$ cat src/rtl/pb_debounce_pkg.sv
// ---------------------------------------------------------------------------
// pb_debounce_pkg
// Shared definitions for the multi-channel push-button debouncer:
//   - pb_state_t : per-channel debounce FSM state, 3-bit encoding
//   - cnt_width  : width needed for a counter that must hold 0..max_val
// ---------------------------------------------------------------------------
package pb_debounce_pkg;

  typedef enum logic [2:0] {
    PB_IDLE      = 3'd0,
    PB_CNT_PRESS = 3'd1,
    PB_PRESSED   = 3'd2,
    PB_STABLE    = 3'd3,
    PB_CNT_REL   = 3'd4,
    PB_RELEASED  = 3'd5
  } pb_state_t;

  function automatic int cnt_width(input int max_val);
    return (max_val < 1) ? 1 : $clog2(max_val + 1);
  endfunction

endpackage

$ cat src/rtl/pb_debouncer_multi_if.sv
// ---------------------------------------------------------------------------
// pb_debouncer_multi_if
// Bundles the button pins and the debounced outputs of pb_debouncer_multi.
//   i_pb             : raw asynchronous button inputs (board side)
//   o_status         : debounced level, 1 = pressed
//   o_pressed_pulse  : 1-cycle pulse on an accepted press
//   o_released_pulse : 1-cycle pulse on an accepted release
//   o_long_pulse     : 1-cycle pulse on a long press (0 when feature is off)
// Modports: master = the side that drives the pins and consumes the events,
//           slave  = the debouncer itself.
// ---------------------------------------------------------------------------
interface pb_debouncer_multi_if #(
  parameter int N_CH = 4
);
  logic [N_CH-1:0] i_pb;
  logic [N_CH-1:0] o_status;
  logic [N_CH-1:0] o_pressed_pulse;
  logic [N_CH-1:0] o_released_pulse;
  logic [N_CH-1:0] o_long_pulse;

  modport master (
    output i_pb,
    input  o_status,
    input  o_pressed_pulse,
    input  o_released_pulse,
    input  o_long_pulse
  );

  modport slave (
    input  i_pb,
    output o_status,
    output o_pressed_pulse,
    output o_released_pulse,
    output o_long_pulse
  );
endinterface

$ cat src/rtl/pb_debounce_ch.sv
// ---------------------------------------------------------------------------
// pb_debounce_ch
// One debounce channel: 2-FF synchroniser, optional polarity inversion,
// press/release debounce FSM with a shared stability counter, and (when
// PB_LONG_PRESS_EN is defined) a saturating long-press counter.
// Ports:
//   i_clk, i_rst       : clock, synchronous active-high reset
//   i_pb               : raw asynchronous button pin
//   o_status           : debounced level, 1 = pressed
//   o_pressed_pulse    : 1-cycle pulse on accepted press
//   o_released_pulse   : 1-cycle pulse on accepted release
//   o_long_pulse       : 1-cycle pulse after LONG_DELAY cycles held
// Macro: PB_LONG_PRESS_EN enables the long-press counter.
// All outputs are flops fed from the registered state, so they are glitch-free
// and appear one cycle after the FSM enters PRESSED/RELEASED.
// ---------------------------------------------------------------------------
module pb_debounce_ch
  import pb_debounce_pkg::*;
#(
  parameter int DELAY      = 15,
  parameter int LONG_DELAY = 1000,
  parameter bit INVERT     = 1'b0
) (
  input  logic i_clk,
  input  logic i_rst,
  input  logic i_pb,
  output logic o_status,
  output logic o_pressed_pulse,
  output logic o_released_pulse,
  output logic o_long_pulse
);

  if (DELAY < 2) begin : g_bad_delay
    $error("pb_debounce_ch: DELAY must be >= 2");
  end
  if (LONG_DELAY < 1) begin : g_bad_long
    $error("pb_debounce_ch: LONG_DELAY must be >= 1");
  end

  localparam int CW = cnt_width(DELAY);
  localparam logic [CW-1:0] CNT_LAST = CW'(DELAY - 1);

  logic [1:0]    sync_q, sync_d;
  pb_state_t     state_q, state_d;
  logic [CW-1:0] cnt_q, cnt_d;
  logic          status_q, status_d;
  logic          press_q, press_d;
  logic          rel_q, rel_d;
  logic          pb_s;
  logic          counting;

  always_comb begin
    sync_d   = {sync_q[0], i_pb};
    pb_s     = sync_q[1] ^ INVERT;
    state_d  = state_q;
    case (state_q)
      PB_IDLE:      if (pb_s) state_d = PB_CNT_PRESS;
      PB_CNT_PRESS: if (!pb_s) state_d = PB_IDLE;
                    else if (cnt_q >= CNT_LAST) state_d = PB_PRESSED;
      PB_PRESSED:   state_d = PB_STABLE;
      PB_STABLE:    if (!pb_s) state_d = PB_CNT_REL;
      PB_CNT_REL:   if (pb_s) state_d = PB_STABLE;
                    else if (cnt_q >= CNT_LAST) state_d = PB_RELEASED;
      PB_RELEASED:  state_d = PB_IDLE;
      default:      state_d = PB_IDLE;
    endcase
    // Counter only runs while the FSM stays in a counting state; any state
    // change restarts the stability window from zero.
    counting = (state_q == PB_CNT_PRESS) || (state_q == PB_CNT_REL);
    cnt_d    = (counting && (state_d == state_q)) ? cnt_q + 1'b1 : '0;
    status_d = (state_q == PB_PRESSED) || (state_q == PB_STABLE) ||
               (state_q == PB_CNT_REL);
    press_d  = (state_q == PB_PRESSED);
    rel_d    = (state_q == PB_RELEASED);
  end

  always_ff @(posedge i_clk) begin
    if (i_rst) begin
      // Synchroniser resets to the pin's idle level so the channel comes out
      // of reset reading "not pressed" regardless of polarity.
      sync_q   <= {2{INVERT}};
      state_q  <= PB_IDLE;
      cnt_q    <= '0;
      status_q <= 1'b0;
      press_q  <= 1'b0;
      rel_q    <= 1'b0;
    end else begin
      sync_q   <= sync_d;
      state_q  <= state_d;
      cnt_q    <= cnt_d;
      status_q <= status_d;
      press_q  <= press_d;
      rel_q    <= rel_d;
    end
  end

  assign o_status         = status_q;
  assign o_pressed_pulse  = press_q;
  assign o_released_pulse = rel_q;

`ifdef PB_LONG_PRESS_EN
  localparam int LW = cnt_width(LONG_DELAY);
  localparam logic [LW-1:0] LONG_MAX = LW'(LONG_DELAY);
  localparam logic [LW-1:0] LONG_PRE = LW'(LONG_DELAY - 1);

  logic [LW-1:0] long_cnt_q, long_cnt_d;
  logic          long_q, long_d;
  logic          held;

  always_comb begin
    held       = (state_q == PB_STABLE) || (state_q == PB_CNT_REL);
    long_cnt_d = long_cnt_q;
    long_d     = 1'b0;
    if (state_q == PB_IDLE) begin
      long_cnt_d = '0;
    end else if (held && (long_cnt_q != LONG_MAX)) begin
      // Saturating at LONG_MAX guarantees a single long pulse per press.
      long_cnt_d = long_cnt_q + 1'b1;
      long_d     = (long_cnt_q == LONG_PRE);
    end
  end

  always_ff @(posedge i_clk) begin
    if (i_rst) begin
      long_cnt_q <= '0;
      long_q     <= 1'b0;
    end else begin
      long_cnt_q <= long_cnt_d;
      long_q     <= long_d;
    end
  end

  assign o_long_pulse = long_q;
`else
  assign o_long_pulse = 1'b0;
`endif

endmodule

$ cat src/rtl/pb_debouncer_multi.sv
// ---------------------------------------------------------------------------
// pb_debouncer_multi
// N_CH independent push-button debouncers between board pins and control
// FSMs. Every output is synchronous to i_clk.
// Ports:
//   i_clk : clock
//   i_rst : synchronous, active-high reset
//   bus   : pb_debouncer_multi_if.slave (i_pb in; o_status, o_pressed_pulse,
//           o_released_pulse, o_long_pulse out; all N_CH wide)
// Parameters: N_CH channels, DELAY stability cycles, ACTIVE_LOW pin polarity,
//             LONG_DELAY long-press cycles.
// Macro: PB_LONG_PRESS_EN enables o_long_pulse; otherwise it is tied to 0.
// ---------------------------------------------------------------------------
module pb_debouncer_multi
  import pb_debounce_pkg::*;
#(
  parameter int N_CH       = 4,
  parameter int DELAY      = 15,
  parameter int ACTIVE_LOW = 0,
  parameter int LONG_DELAY = 1000
) (
  input  logic                  i_clk,
  input  logic                  i_rst,
  pb_debouncer_multi_if.slave   bus
);

  if (N_CH < 1) begin : g_bad_nch
    $error("pb_debouncer_multi: N_CH must be >= 1");
  end

  // Polarity is applied per channel after its synchroniser.
  localparam bit INVERT = (ACTIVE_LOW != 0);

  for (genvar i = 0; i < N_CH; i++) begin : g_ch
    pb_debounce_ch #(
      .DELAY      (DELAY),
      .LONG_DELAY (LONG_DELAY),
      .INVERT     (INVERT)
    ) u_ch (
      .i_clk            (i_clk),
      .i_rst            (i_rst),
      .i_pb             (bus.i_pb[i]),
      .o_status         (bus.o_status[i]),
      .o_pressed_pulse  (bus.o_pressed_pulse[i]),
      .o_released_pulse (bus.o_released_pulse[i]),
      .o_long_pulse     (bus.o_long_pulse[i])
    );
  end

endmodule

$ cat src/flat_wrapper.sv
// flat-port wrapper written by rule: the top's interface ports become plain ports
module pb_debouncer_multi_flat import pb_debounce_pkg::*;
#(
  parameter int N_CH       = 4,
  parameter int DELAY      = 15,
  parameter int ACTIVE_LOW = 0,
  parameter int LONG_DELAY = 1000
)
  (i_clk, i_rst, bus_i_pb, bus_o_status, bus_o_pressed_pulse, bus_o_released_pulse, bus_o_long_pulse);
  pb_debouncer_multi_if #(.N_CH(N_CH)) bus_i ();
  input  logic i_clk;
  input  logic i_rst;
  input wire logic [$bits(bus_i.i_pb)-1:0] bus_i_pb;
  output wire logic [$bits(bus_i.o_status)-1:0] bus_o_status;
  output wire logic [$bits(bus_i.o_pressed_pulse)-1:0] bus_o_pressed_pulse;
  output wire logic [$bits(bus_i.o_released_pulse)-1:0] bus_o_released_pulse;
  output wire logic [$bits(bus_i.o_long_pulse)-1:0] bus_o_long_pulse;
  assign bus_i.i_pb = bus_i_pb;
  assign bus_o_status = bus_i.o_status;
  assign bus_o_pressed_pulse = bus_i.o_pressed_pulse;
  assign bus_o_released_pulse = bus_i.o_released_pulse;
  assign bus_o_long_pulse = bus_i.o_long_pulse;
  pb_debouncer_multi #(.N_CH(N_CH), .DELAY(DELAY), .ACTIVE_LOW(ACTIVE_LOW), .LONG_DELAY(LONG_DELAY)) u_core (.i_clk(i_clk), .i_rst(i_rst), .bus(bus_i));
endmodule
$ cat config.mk
export PLATFORM = sky130hd
export DESIGN_NAME = pb_debouncer_multi_flat
export DESIGN_NICKNAME = d
export VERILOG_FILES = /design/src/rtl/pb_debounce_pkg.sv /design/src/rtl/pb_debouncer_multi_if.sv /design/src/rtl/pb_debounce_ch.sv /design/src/rtl/pb_debouncer_multi.sv /design/src/flat_wrapper.sv
export SDC_FILE = /design/constraint.sdc
export NUM_CORES = 1
export LEC_CHECK = 0
export CORE_MARGIN = 2
export CORE_UTILIZATION = 30
export DETAILED_ROUTE_END_ITERATION = 7
export PLACE_DENSITY_LB_ADDON = 0.1
export SLEW_MARGIN = 20
export SYNTH_ARGS = -nofsm -noshare
export SYNTH_HDL_FRONTEND = slang
export SYNTH_HIERARCHICAL = 1
export SYNTH_SLANG_ARGS = --single-unit
$ cat constraint.sdc
create_clock -name i_clk -period 1.85 [get_ports i_clk]
set_input_delay 0.185 -clock i_clk [delete_from_list [all_inputs] [get_ports i_clk]]
set_output_delay 0.185 -clock i_clk [all_outputs]
set_load 0.03 [all_outputs]
==> metrics.md, run 1 <==
| Metric | Value |
|---|---|
| Run status | completed |
| Top Family by Delay on Critical Path | buffers and inverters |
| DR vias/cell | 4.550 |
| Htree depth | 2 |
| Largest net degree at the start of global routing | 16 |
| Req. time, crit path | around 1700 ps |
| Die area | 0.006992 mm² |
| Post-synthesis mux area share | 2.105% |
| Max-slew violations | 0 |
| Cell Rows | 29 |
| Pwr dens | just under 800 mW/mm² |
| Routed WL | around 3.2 mm |
| Adder-cell share of the synthesized area | ~5.3% |
| Hold depth | 2 |
| RSZ-0062 raised after global routing | false |
| Post-CTS Setup Inserts | 0 |
| Fillers | 670 |
| WS Path Type | flop to output pin |
| Commonest cells after routing, fill and taps aside | dfxtp_1 (48), nor2_1 (24), clkdlybuf4s50_1 (17) |
| Initial antenna violation count | 0 |
| Port bufs | 17 |
| Deepest clock path buffer count | 2 |
| Die Height | between 80 and 90 µm |
| Crit Path Max Fanout | 1 |
| Minimum clock period | 1463 ps |
| Post-synthesis compound-gate area fraction | under 10% |
| Global-route wire length before repair | roughly 5.4 mm |
| Mapped Cells | 200 |
| Drt wl/cell | 10.49 µm |
| Mapped cell area | between 0.0015 and 0.002 mm² |
| XOR/XNOR Fraction of Synth Area | roughly 3.7% |
| Post-synthesis average cell area | 9.509 µm² |
| Commonest non-fill, non-tap cell in the layout | dfxtp_1 |
| Critical Path Slowest Stage Cell | clkdlybuf4s50_1 |
| Maximum clock rate | ~0.7 GHz |
| Crit path DAT | 1280 ps |
| R2R depth | 5 |
| Synth Net Count | 214 |
| GRT Overall Usage | a little under a tenth |
| DRC viols | 0 |
| Max cap viols | 0 |
| Pleak | roughly 0.84 nW |
| Largest family of logic cells by synthesized area | simple AND/OR/NAND/NOR gates |
| Post-synth cell types | 23 |
| Hold Fails Final Rpt | 0 |
| Setup tns final | 0 ps |
| #FFs+latches synth | between 40 and 50 |
| Hold Path Class | input pin to flop |
| Clock sink count | 48 |
| Reg area | ~960 µm² |
| # hold bufs at CTS | 0 |
| Tcrit/Tclk final | about four fifths |
| Largest stage delay on the critical path | ~660 ps |
| Worst path depth | 1 |
| Nets@finish | between 200 and 250 |
| YS warnings | 6 |
| Core Box Area | around 0.0062 mm² |
| Ant. Diodes | 0 |
| Cells along the critical path | clkdlybuf4s50_1 |
| Peak VDD IR | 0.3488 mV |
| Via count | approximately 1.4k |
| Root Buffer | clkbuf_8 |
| Post-route ant nets | 0 |
| CP Capture Type | output pin |
| Width of the die | between 80 and 90 µm |
| Global route overflow | 0 |
| Clock tree from TritonCTS | built |
| Io pins | 22 |
| Post-synthesis sequential area ratio | between 50 and 60% |
| Hold path startpoint | bus_i_pb[1] |
| CP startpoint | u_core/g_ch[0].u_ch/o_pressed_pulse |
| Final Hold Slack | 433.3 ps |
| Worst path bufs/invs | 1 |
| Cts bufs inserted | 5 |
| Synthesis-to-finish area growth | 18.62% |
| Simple-gate share of the synthesized area | between 20% and 30% |
| Post-CTS Resized | 0 |
| Starting Density | ~30% |
| Drt pass-1 iters | 4 |
| Reg clk slew, reported paths | ~90 ps |
| HPWL Detailed | approximately 2.2 mm |
| Number of DRC markers after the initial detailed-route iteration | 59 |
| Layout cell share with drive strength beyond 1 | just under 9% |
| Reg-to-reg startpoint | u_core/g_ch[1].u_ch/cnt_q[0] |
| # setup viols final | 0 |
| Worst clock skew | ~7 ps |
| Clk_lat worst skew | ~300 ps |
| Multi-input logic area | just under 900 µm² |
| Number of global-route vias before repair | ~1.2k |
| CP Launch Type | flop |
| Routability cong. | approximately 0.73 |
-- logic make-up after synthesis --
kind of cell / Yosys count
AND/OR/NAND/NOR: 84
flip-flops: 48
AO/OA/AOI/OAI: 28
buffers and inverters: 16
adder cells (fa/ha/maj): 8
XOR/XNOR: 8
other: 4
multiplexers: 4
-- synthesized netlist by cell type --
cell type,number,area share [%]
o211ai_1,12,4.7
and3_1,4,1.3
ha_1,8,5.3
nor3b_1,8,3.2
xnor2_1,4,1.8
nor3_1,4,1.1
xor2_1,4,1.8
nand3_1,8,2.1
and2b_1,4,1.6
or3b_1,4,1.8
dfxtp_1,48,51
and3b_2,4,2.1
nor2b_1,8,2.6
a21oi_1,4,1.1
a31oi_1,8,2.6
inv_1,8,1.6
a211oi_1,4,1.6
conb_1,4,0.79
inv_2,4,0.79
nand2_1,16,3.2
nor2_1,24,4.7
buf_4,4,1.6
mux2i_1,4,2.1
-- report_power, final --
part | leakage, nW | switching (mW) | internal (mW)
combinational | 0.408 | 0.0362 | 0.0281
clock | 0.0479 | 0.349 | 0.264
sequential | 0.389 | 0.0161 | 1.05
total | 0.845 | 0.401 | 1.34
-- area by class of cell --
| class | count | share of cell area (%) |
|---|---|---|
| inverter | 12 | 1.997 |
| multi-input combinational | 136 | 38.38 |
| timing repair buffer | 21 | 8.874 |
| clock buffer | 5 | 3.050 |
| sequential | 48 | 42.60 |
| clock inverter | 3 | 0.8319 |
| tap | 77 | 4.271 |
-- stage by stage --
stage | area, µm² | util, % | setup WS, ps | cells | power (mW)
after floorplan | 1902 | - | 612.8 | 200 | 1.121
after global placement | 2168 | 34.74 | 373.6 | 294 | 1.152
after detailed placement | 2168 | 34.74 | 372.6 | 294 | 1.150
after CTS | 2256 | 36.15 | 362.6 | 302 | 1.773
after global routing | 2256 | 36.15 | 315.8 | 302 | 1.824
final | 2256 | 36.15 | 386.6 | 302 | 1.739
-- metal layers --
metal,global-route usage [%],routed length (µm),vias to the layer above
met4,3.959,24,0
li1,-,-,725
met3,3.462,122,2
met5,0,0,-
met1,11.89,1599,632
met2,14.47,1422,15
-- registers in the layout, summed over array words and instances (netlist names) --
register / count
u_core/g_ch.u_ch/cnt_q: 16
u_core/g_ch.u_ch/state_q: 12
u_core/g_ch.u_ch/sync_q: 8
u_core/g_ch.u_ch/o_released_pulse: 4
u_core/g_ch.u_ch/o_pressed_pulse: 4
u_core/g_ch.u_ch/o_status: 4
-- worst paths after layout --
kind	end	slack, ps
setup reg to reg	u_core/g_ch[1].u_ch/state_q[0]	430
setup / recovery	bus_o_pressed_pulse[0]	390
hold / removal	u_core/g_ch[1].u_ch/sync_q[0]	430
hold reg to reg	u_core/g_ch[0].u_ch/sync_q[1]	440
Power figures use the tool's default switching activity.
==> run 2: changes to the inputs <==
clock period = 1.2 ns   (was 1.85 ns; I/O delays follow)
==> run 2 against run 1 <==
Compared with the run above:
- flip-flop and latch count is the same
- combinational power increased by 95%
- die area unchanged
- critical path type is now flop to flop
- critical endpoint is now u_core/g_ch[2].u_ch/cnt_q[0]
- highest routed layer unchanged
- the flow now finishes with violations (negative setup slack)
==> metrics.md, run 2 (same netlist as run 1, synthesis figures left out) <==
| Metric | Value |
|---|---|
| Run status | finished, violations left |
| Failing checks | negative setup slack |
| Clock tree from TritonCTS | built |
| Worst path bufs/invs | 1 |
| Crit path DAT | around 1500 ps |
| Top flop regs | u_core/g_ch.u_ch/cnt_q: 16 flops, u_core/g_ch.u_ch/state_q: 12 flops, u_core/g_ch.u_ch/sync_q: 8 flops |
| Max cap viols | 0 |
| Ant. Diodes | 0 |
| GRT Overall Usage | a little over a tenth |
| Largest net degree at the start of global routing | 15 |
| Comb pwr share | approximately 4.3% |
| Drt pass-1 iters | 4 |
| Post-DP Area | 0.002354 mm² |
| Global-route wire length before repair | 6.016 mm |
| Total Power | 2.900 mW |
| Post-route ant nets | 0 |
| Worst setup margin | -56.51 ps |
| Crit Path Max Fanout | 4 |
| Routability cong. | 0.7229 |
| Reg power frac | 56.0% |
| Io pins | 22 |
| Root Buffer | clkbuf_8 |
| Max FFs per register | 16 |
| Hold depth | 2 |
| Pwr dens | 1152 mW/mm² |
| Via count | approximately 1.5k |
| Global route overflow | 0 |
| Critical Path Slowest Stage Cell | dfxtp_2 |
| Routed WL | approximately 3.4 mm |
| RSZ-0062 raised after global routing | true |
| Final instance area | ~0.0025 mm² |
| Biggest register | u_core/g_ch.u_ch/cnt_q |
| Hold Fails Final Rpt | 0 |
| Htree depth | 2 |
| Maximum clock rate | 0.7959 GHz |
| Port bufs | 17 |
| Commonest non-fill, non-tap cell in the layout | dfxtp_1 |
| Drt wl/cell | roughly 10 µm |
| Sw frac | a little over a fifth |
| Clock power share | approximately two fifths |
| Die area | roughly 0.0070 mm² |
| Reg-to-reg slack, setup | -60 ps |
| Number of global-route vias before repair | 1418 |
| # setup viols final | 23 |
| Req. time, crit path | ~1400 ps |
| Clk_lat worst skew | between 200 and 300 ps |
| Most frequent CP cell | o211ai_1 |
| Cts bufs inserted | 5 |
| Final core area utilization | about 40% |
| P_int | 2.285 mW |
| Reg clk slew, reported paths | roughly 90 ps |
| Layout cell share with drive strength beyond 1 | 23.69% |
| WS Path Type | flop to flop |
| Worst clock skew | ~6.3 ps |
| Commonest cells after routing, fill and taps aside | dfxtp_1 (40), buf_4 (25), nor2_1 (24) |
| Deepest clock path buffer count | 2 |
| Minimum clock period | 1257 ps |
| Max-slew violations | 0 |
| Fillers | between 600 and 700 |
| Starting Density | a little under a third |
| CP Capture Type | flop |
| Initial antenna violation count | 0 |
| DR vias/cell | 4.472 |
| Tcrit/Tclk final | 104.7% |
| Largest stage delay on the critical path | 340 ps |
| Peak VDD IR | about 0.43 mV |
| Cell Rows | 29 |
| Cells along the critical path | inv_2 -> ha_4 -> o211ai_1 -> o211ai_1 -> nor2_1 |
| Synthesis-to-finish area growth | 32.37% |
| Hold Path Class | input pin to flop |
| Core Box Area | approximately 0.0062 mm² |
| Width of the die | 83.62 µm |
| Switching power | approximately 0.61 mW |
| Top Family by Delay on Critical Path | compound AO/OA/AOI/OAI gates |
| Number of DRC markers after the initial detailed-route iteration | 50 |
| DRC viols | 0 |
| HPWL Detailed | roughly 2.4 mm |
| Worst path depth | 5 |
| CP Launch Type | flop |
| Nets@finish | about 260 |
| Die Height | about 84 µm |
| Clock sink count | 48 |
| R2R depth | 5 |
| Pleak | ~1.0 nW |
==> run 2: cell count changes in the layout (fill, tap and decap cells not counted), moves of 6 or more <==
cell and delta:
dfxtp_1 -8, dlygate4sd2_1 +12, clkdlybuf4s50_1 -12, dfxtp_2 +6, buf_4 +21
==> run 2: cell type report <==
| cell class | instances | area, µm² | area share (%) |
|---|---|---|---|
| Clock buffer | 6 | 72.57 | 2.883 |
| Clock inverter | 2 | 35.03 | 1.392 |
| Inverter | 12 | 45.04 | 1.789 |
| Multi-Input combinational cell | 136 | 915.9 | 36.38 |
| Sequential cell | 48 | 975.9 | 38.77 |
| Tap cell | 77 | 96.34 | 3.827 |
| Timing Repair Buffer | 45 | 376.6 | 14.96 |
==> run 2: path summary, 6_finish.rpt <==
kind                                       from                            end
setup / recovery   u_core/g_ch[2].u_ch/cnt_q[0]   u_core/g_ch[2].u_ch/cnt_q[0]
hold / removal                      bus_i_pb[3]  u_core/g_ch[3].u_ch/sync_q[0]
hold reg to reg   u_core/g_ch[2].u_ch/sync_q[0]  u_core/g_ch[2].u_ch/sync_q[1]
setup reg to reg   u_core/g_ch[2].u_ch/cnt_q[0]   u_core/g_ch[2].u_ch/cnt_q[0]
==> run 2: what timing repair did <==
| action | CTS | global route |
|---|---|---|
| setup buffers | 0 | 0 |
| pin swaps | 22 | 14 |
| cloned | 0 | 0 |
| setup endpoints to repair | 36 | 24 |
| hold buffers | 0 | 0 |
| resized for setup | 27 | 6 |
==> run 2: layer usage <==
| layer | wire [µm] | global-route usage [%] | vias to the layer above |
|---|---|---|---|
| met2 | 1536 | 16.51 | 19 |
| li1 | - | - | 778 |
| met3 | 128 | 3.858 | 2 |
| met1 | 1680 | 13.22 | 659 |
| met4 | 24 | 3.519 | 0 |
| met5 | 0 | 0 | - |
==> run 2: stage by stage <==
step,std cells,worst slack [ps],setup TNS [ps],hold WS (ps)
floorplan,200,7.784,0,189.1
global placement,318,-86.29,-1106,416.3
detailed placement,318,-84.38,-1352,425.3
CTS,326,-70.60,-1310,353.0
global route,326,-224.1,-3323,365.7
finish,326,-56.51,-588.5,367.9
==> run 2: power groups by stage <==
stage	clock (mW)	sequential, mW	combinational (mW)
6_report	1.15	1.62	0.125
5_1_grt	1.29	1.63	0.141
4_1_cts	1.22	1.63	0.127
3_5_place_dp	0	1.67	0.126
3_3_place_gp	0	1.67	0.127
2_1_floorplan	0	1.67	0.0619
==> run 3: changes to the inputs <==
CAP_MARGIN = 10   (was default)
HOLD_SLACK_MARGIN = 0.15   (was default)
==> results of run 3 <==
Final layout, timing and power as in run 2 (identical DEF).
==> edit (config.mk and constraints of run 3) <==
`DELAY` is set to 15 in 3 places; all go to 16.
--- a/src/rtl/pb_debounce_ch.sv
+++ b/src/rtl/pb_debounce_ch.sv
@@ -17,7 +17,7 @@
 module pb_debounce_ch
   import pb_debounce_pkg::*;
 #(
-  parameter int DELAY      = 15,
+  parameter int DELAY      = 16,
   parameter int LONG_DELAY = 1000,
   parameter bit INVERT     = 1'b0
 ) (
--- a/src/rtl/pb_debouncer_multi.sv
+++ b/src/rtl/pb_debouncer_multi.sv
@@ -15,7 +15,7 @@
   import pb_debounce_pkg::*;
 #(
   parameter int N_CH       = 4,
-  parameter int DELAY      = 15,
+  parameter int DELAY      = 16,
   parameter int ACTIVE_LOW = 0,
   parameter int LONG_DELAY = 1000
 ) (
--- a/src/flat_wrapper.sv
+++ b/src/flat_wrapper.sv
@@ -2,7 +2,7 @@
 module pb_debouncer_multi_flat import pb_debounce_pkg::*;
 #(
   parameter int N_CH       = 4,
-  parameter int DELAY      = 15,
+  parameter int DELAY      = 16,
   parameter int ACTIVE_LOW = 0,
   parameter int LONG_DELAY = 1000
 )
Formal check against the unedited RTL: same outputs for any inputs over 10 cycles, from zero or initial values and one cycle with i_rst high; that may be too few to reach the edited logic, so the function may still have changed.
==> edit against run 3 <==
  * The run still ends with negative setup slack left
  * Worst setup slack lost 0.17 ns
  * Routed wire length grew 26%
  * Area after synthesis grew 17%
  * Power grew 0.67%
  * Cell area grew 25%
  * Sequential share of layout area shrank 5.2 points
  * Sequential cell count grew 4
  * Largest cell class is now multi-input combinational cells
==> edit: results (changes against run 3) <==
stage,metric,value,unit,change
outcome,status,finished with violations,,unchanged
outcome,violations,negative setup slack,,unchanged
cells_and_area,fillers,724,,was 662
grt,grt_pass1_vias,1731,,was 1418
yosys,synth_cell_types,32,,was 23
timing,totalNegativeSetupSlack,-3.115,ns,was -0.5885 ns
timing,finalWorstSetupSlack,-0.2286,ns,was -0.05651 ns
routing,drtIter0Drc,56,,was 50
timing,skew,0.004718,ns,was 0.006285 ns
worst_setup_path,rr_worst_depth,6,,was 5
clock_network,ctsResizeCount,34,,was 27
placed_design,place_area,2854,µm²,was 2354 µm²
placed_design,dp_worst_setup_slack,-0.2099,ns,was -0.08438 ns
power_and_ir_drop,leakage,1.137,nW,was 1.050 nW
cells_and_area,drive_gt1_frac,0.3711,,was 0.2369
grt,grt_max_degree,18,,was 15
yosys,netlist_top_cells_area,"dfxtp_1 (47%), nor3_1 (5.4%), ha_1 (4.5%), nand3_1 (2.7%), a31oi_1 (2.2%)",,"was dfxtp_1 (51%), ha_1 (5.3%), nor2_1 (4.7%), o211ai_1 (4.7%), nand2_1 (3.2%)"
yosys,syn_avg_cell_area,9.280,µm²,was 9.509 µm²
timing,setup_viol,26,,was 23
power_and_ir_drop,peakVddDrop,0.3629,mV,was 0.4339 mV
worst_hold_path,min_from,bus_i_pb[0],,was bus_i_pb[3]
worst_setup_path,r2r_end,u_core/g_ch[1].u_ch/state_q[0],,was u_core/g_ch[2].u_ch/cnt_q[0]
worst_hold_path,whs_endpoint,u_core/g_ch[0].u_ch/sync_q[0],,was u_core/g_ch[3].u_ch/sync_q[0]
cells_and_area,final_cell_count_no_fill,390,,was 326
grt,grt_pass1_wl,7.569,mm,was 6.016 mm
## edit: metal layers
layer	vias to the layer above	GRT usage	wire, µm
li1	949	-	-
met1	835	0.1448	2065
met2	34	0.1779	1947
met3	5	0.03018	179
met4	0	0.03846	67
met5	-	0	0
## edit: worst max path at each step
stage	to	slack [ns]	depth (start not counted)	startpoint
floorplan	u_core/g_ch[0].u_ch/state_q[0]	-0.18	6	u_core/g_ch[0].u_ch/cnt_q[0]
global placement	u_core/g_ch[3].u_ch/state_q[0]	-0.20	6	u_core/g_ch[3].u_ch/cnt_q[1]
detailed placement	u_core/g_ch[2].u_ch/state_q[0]	-0.21	6	u_core/g_ch[2].u_ch/cnt_q[1]
CTS	u_core/g_ch[1].u_ch/state_q[0]	-0.22	6	u_core/g_ch[1].u_ch/cnt_q[1]
global route	u_core/g_ch[2].u_ch/state_q[0]	-0.29	7	u_core/g_ch[2].u_ch/cnt_q[1]
finish	u_core/g_ch[1].u_ch/state_q[0]	-0.23	6	u_core/g_ch[1].u_ch/cnt_q[1]
## edit: area by class of cell
cell class,count,area [µm²],share of cell area
multi-input combinational,168,1391,0.4437
sequential,52,1054,0.3360
timing repair buffer,51,427.9,0.1365
tap,99,123.9,0.03951
clock buffer,7,86.33,0.02753
inverter,12,45.04,0.01437
clock inverter,1,7.507,0.002394
## edit: cell families after synthesis
kind of cell / synth area share
and+or+nand+nor: 0.2966
AOI/OAI and AO/OA: 0.1124
adders and majority gates: 0.04495
xor gates and xnor gates: 0.03146
DFF: 0.4674
other: 0.006740
buffers and inverters: 0.04045
## edit: where the power goes
group	internal [W]	total [W]	switching (W)	leakage (nW)
combinational	0.0000579	0.000122	0.0000640	0.668
sequential	0.00174	0.00177	0.0000245	0.425
clock	0.000470	0.00103	0.000561	0.0445
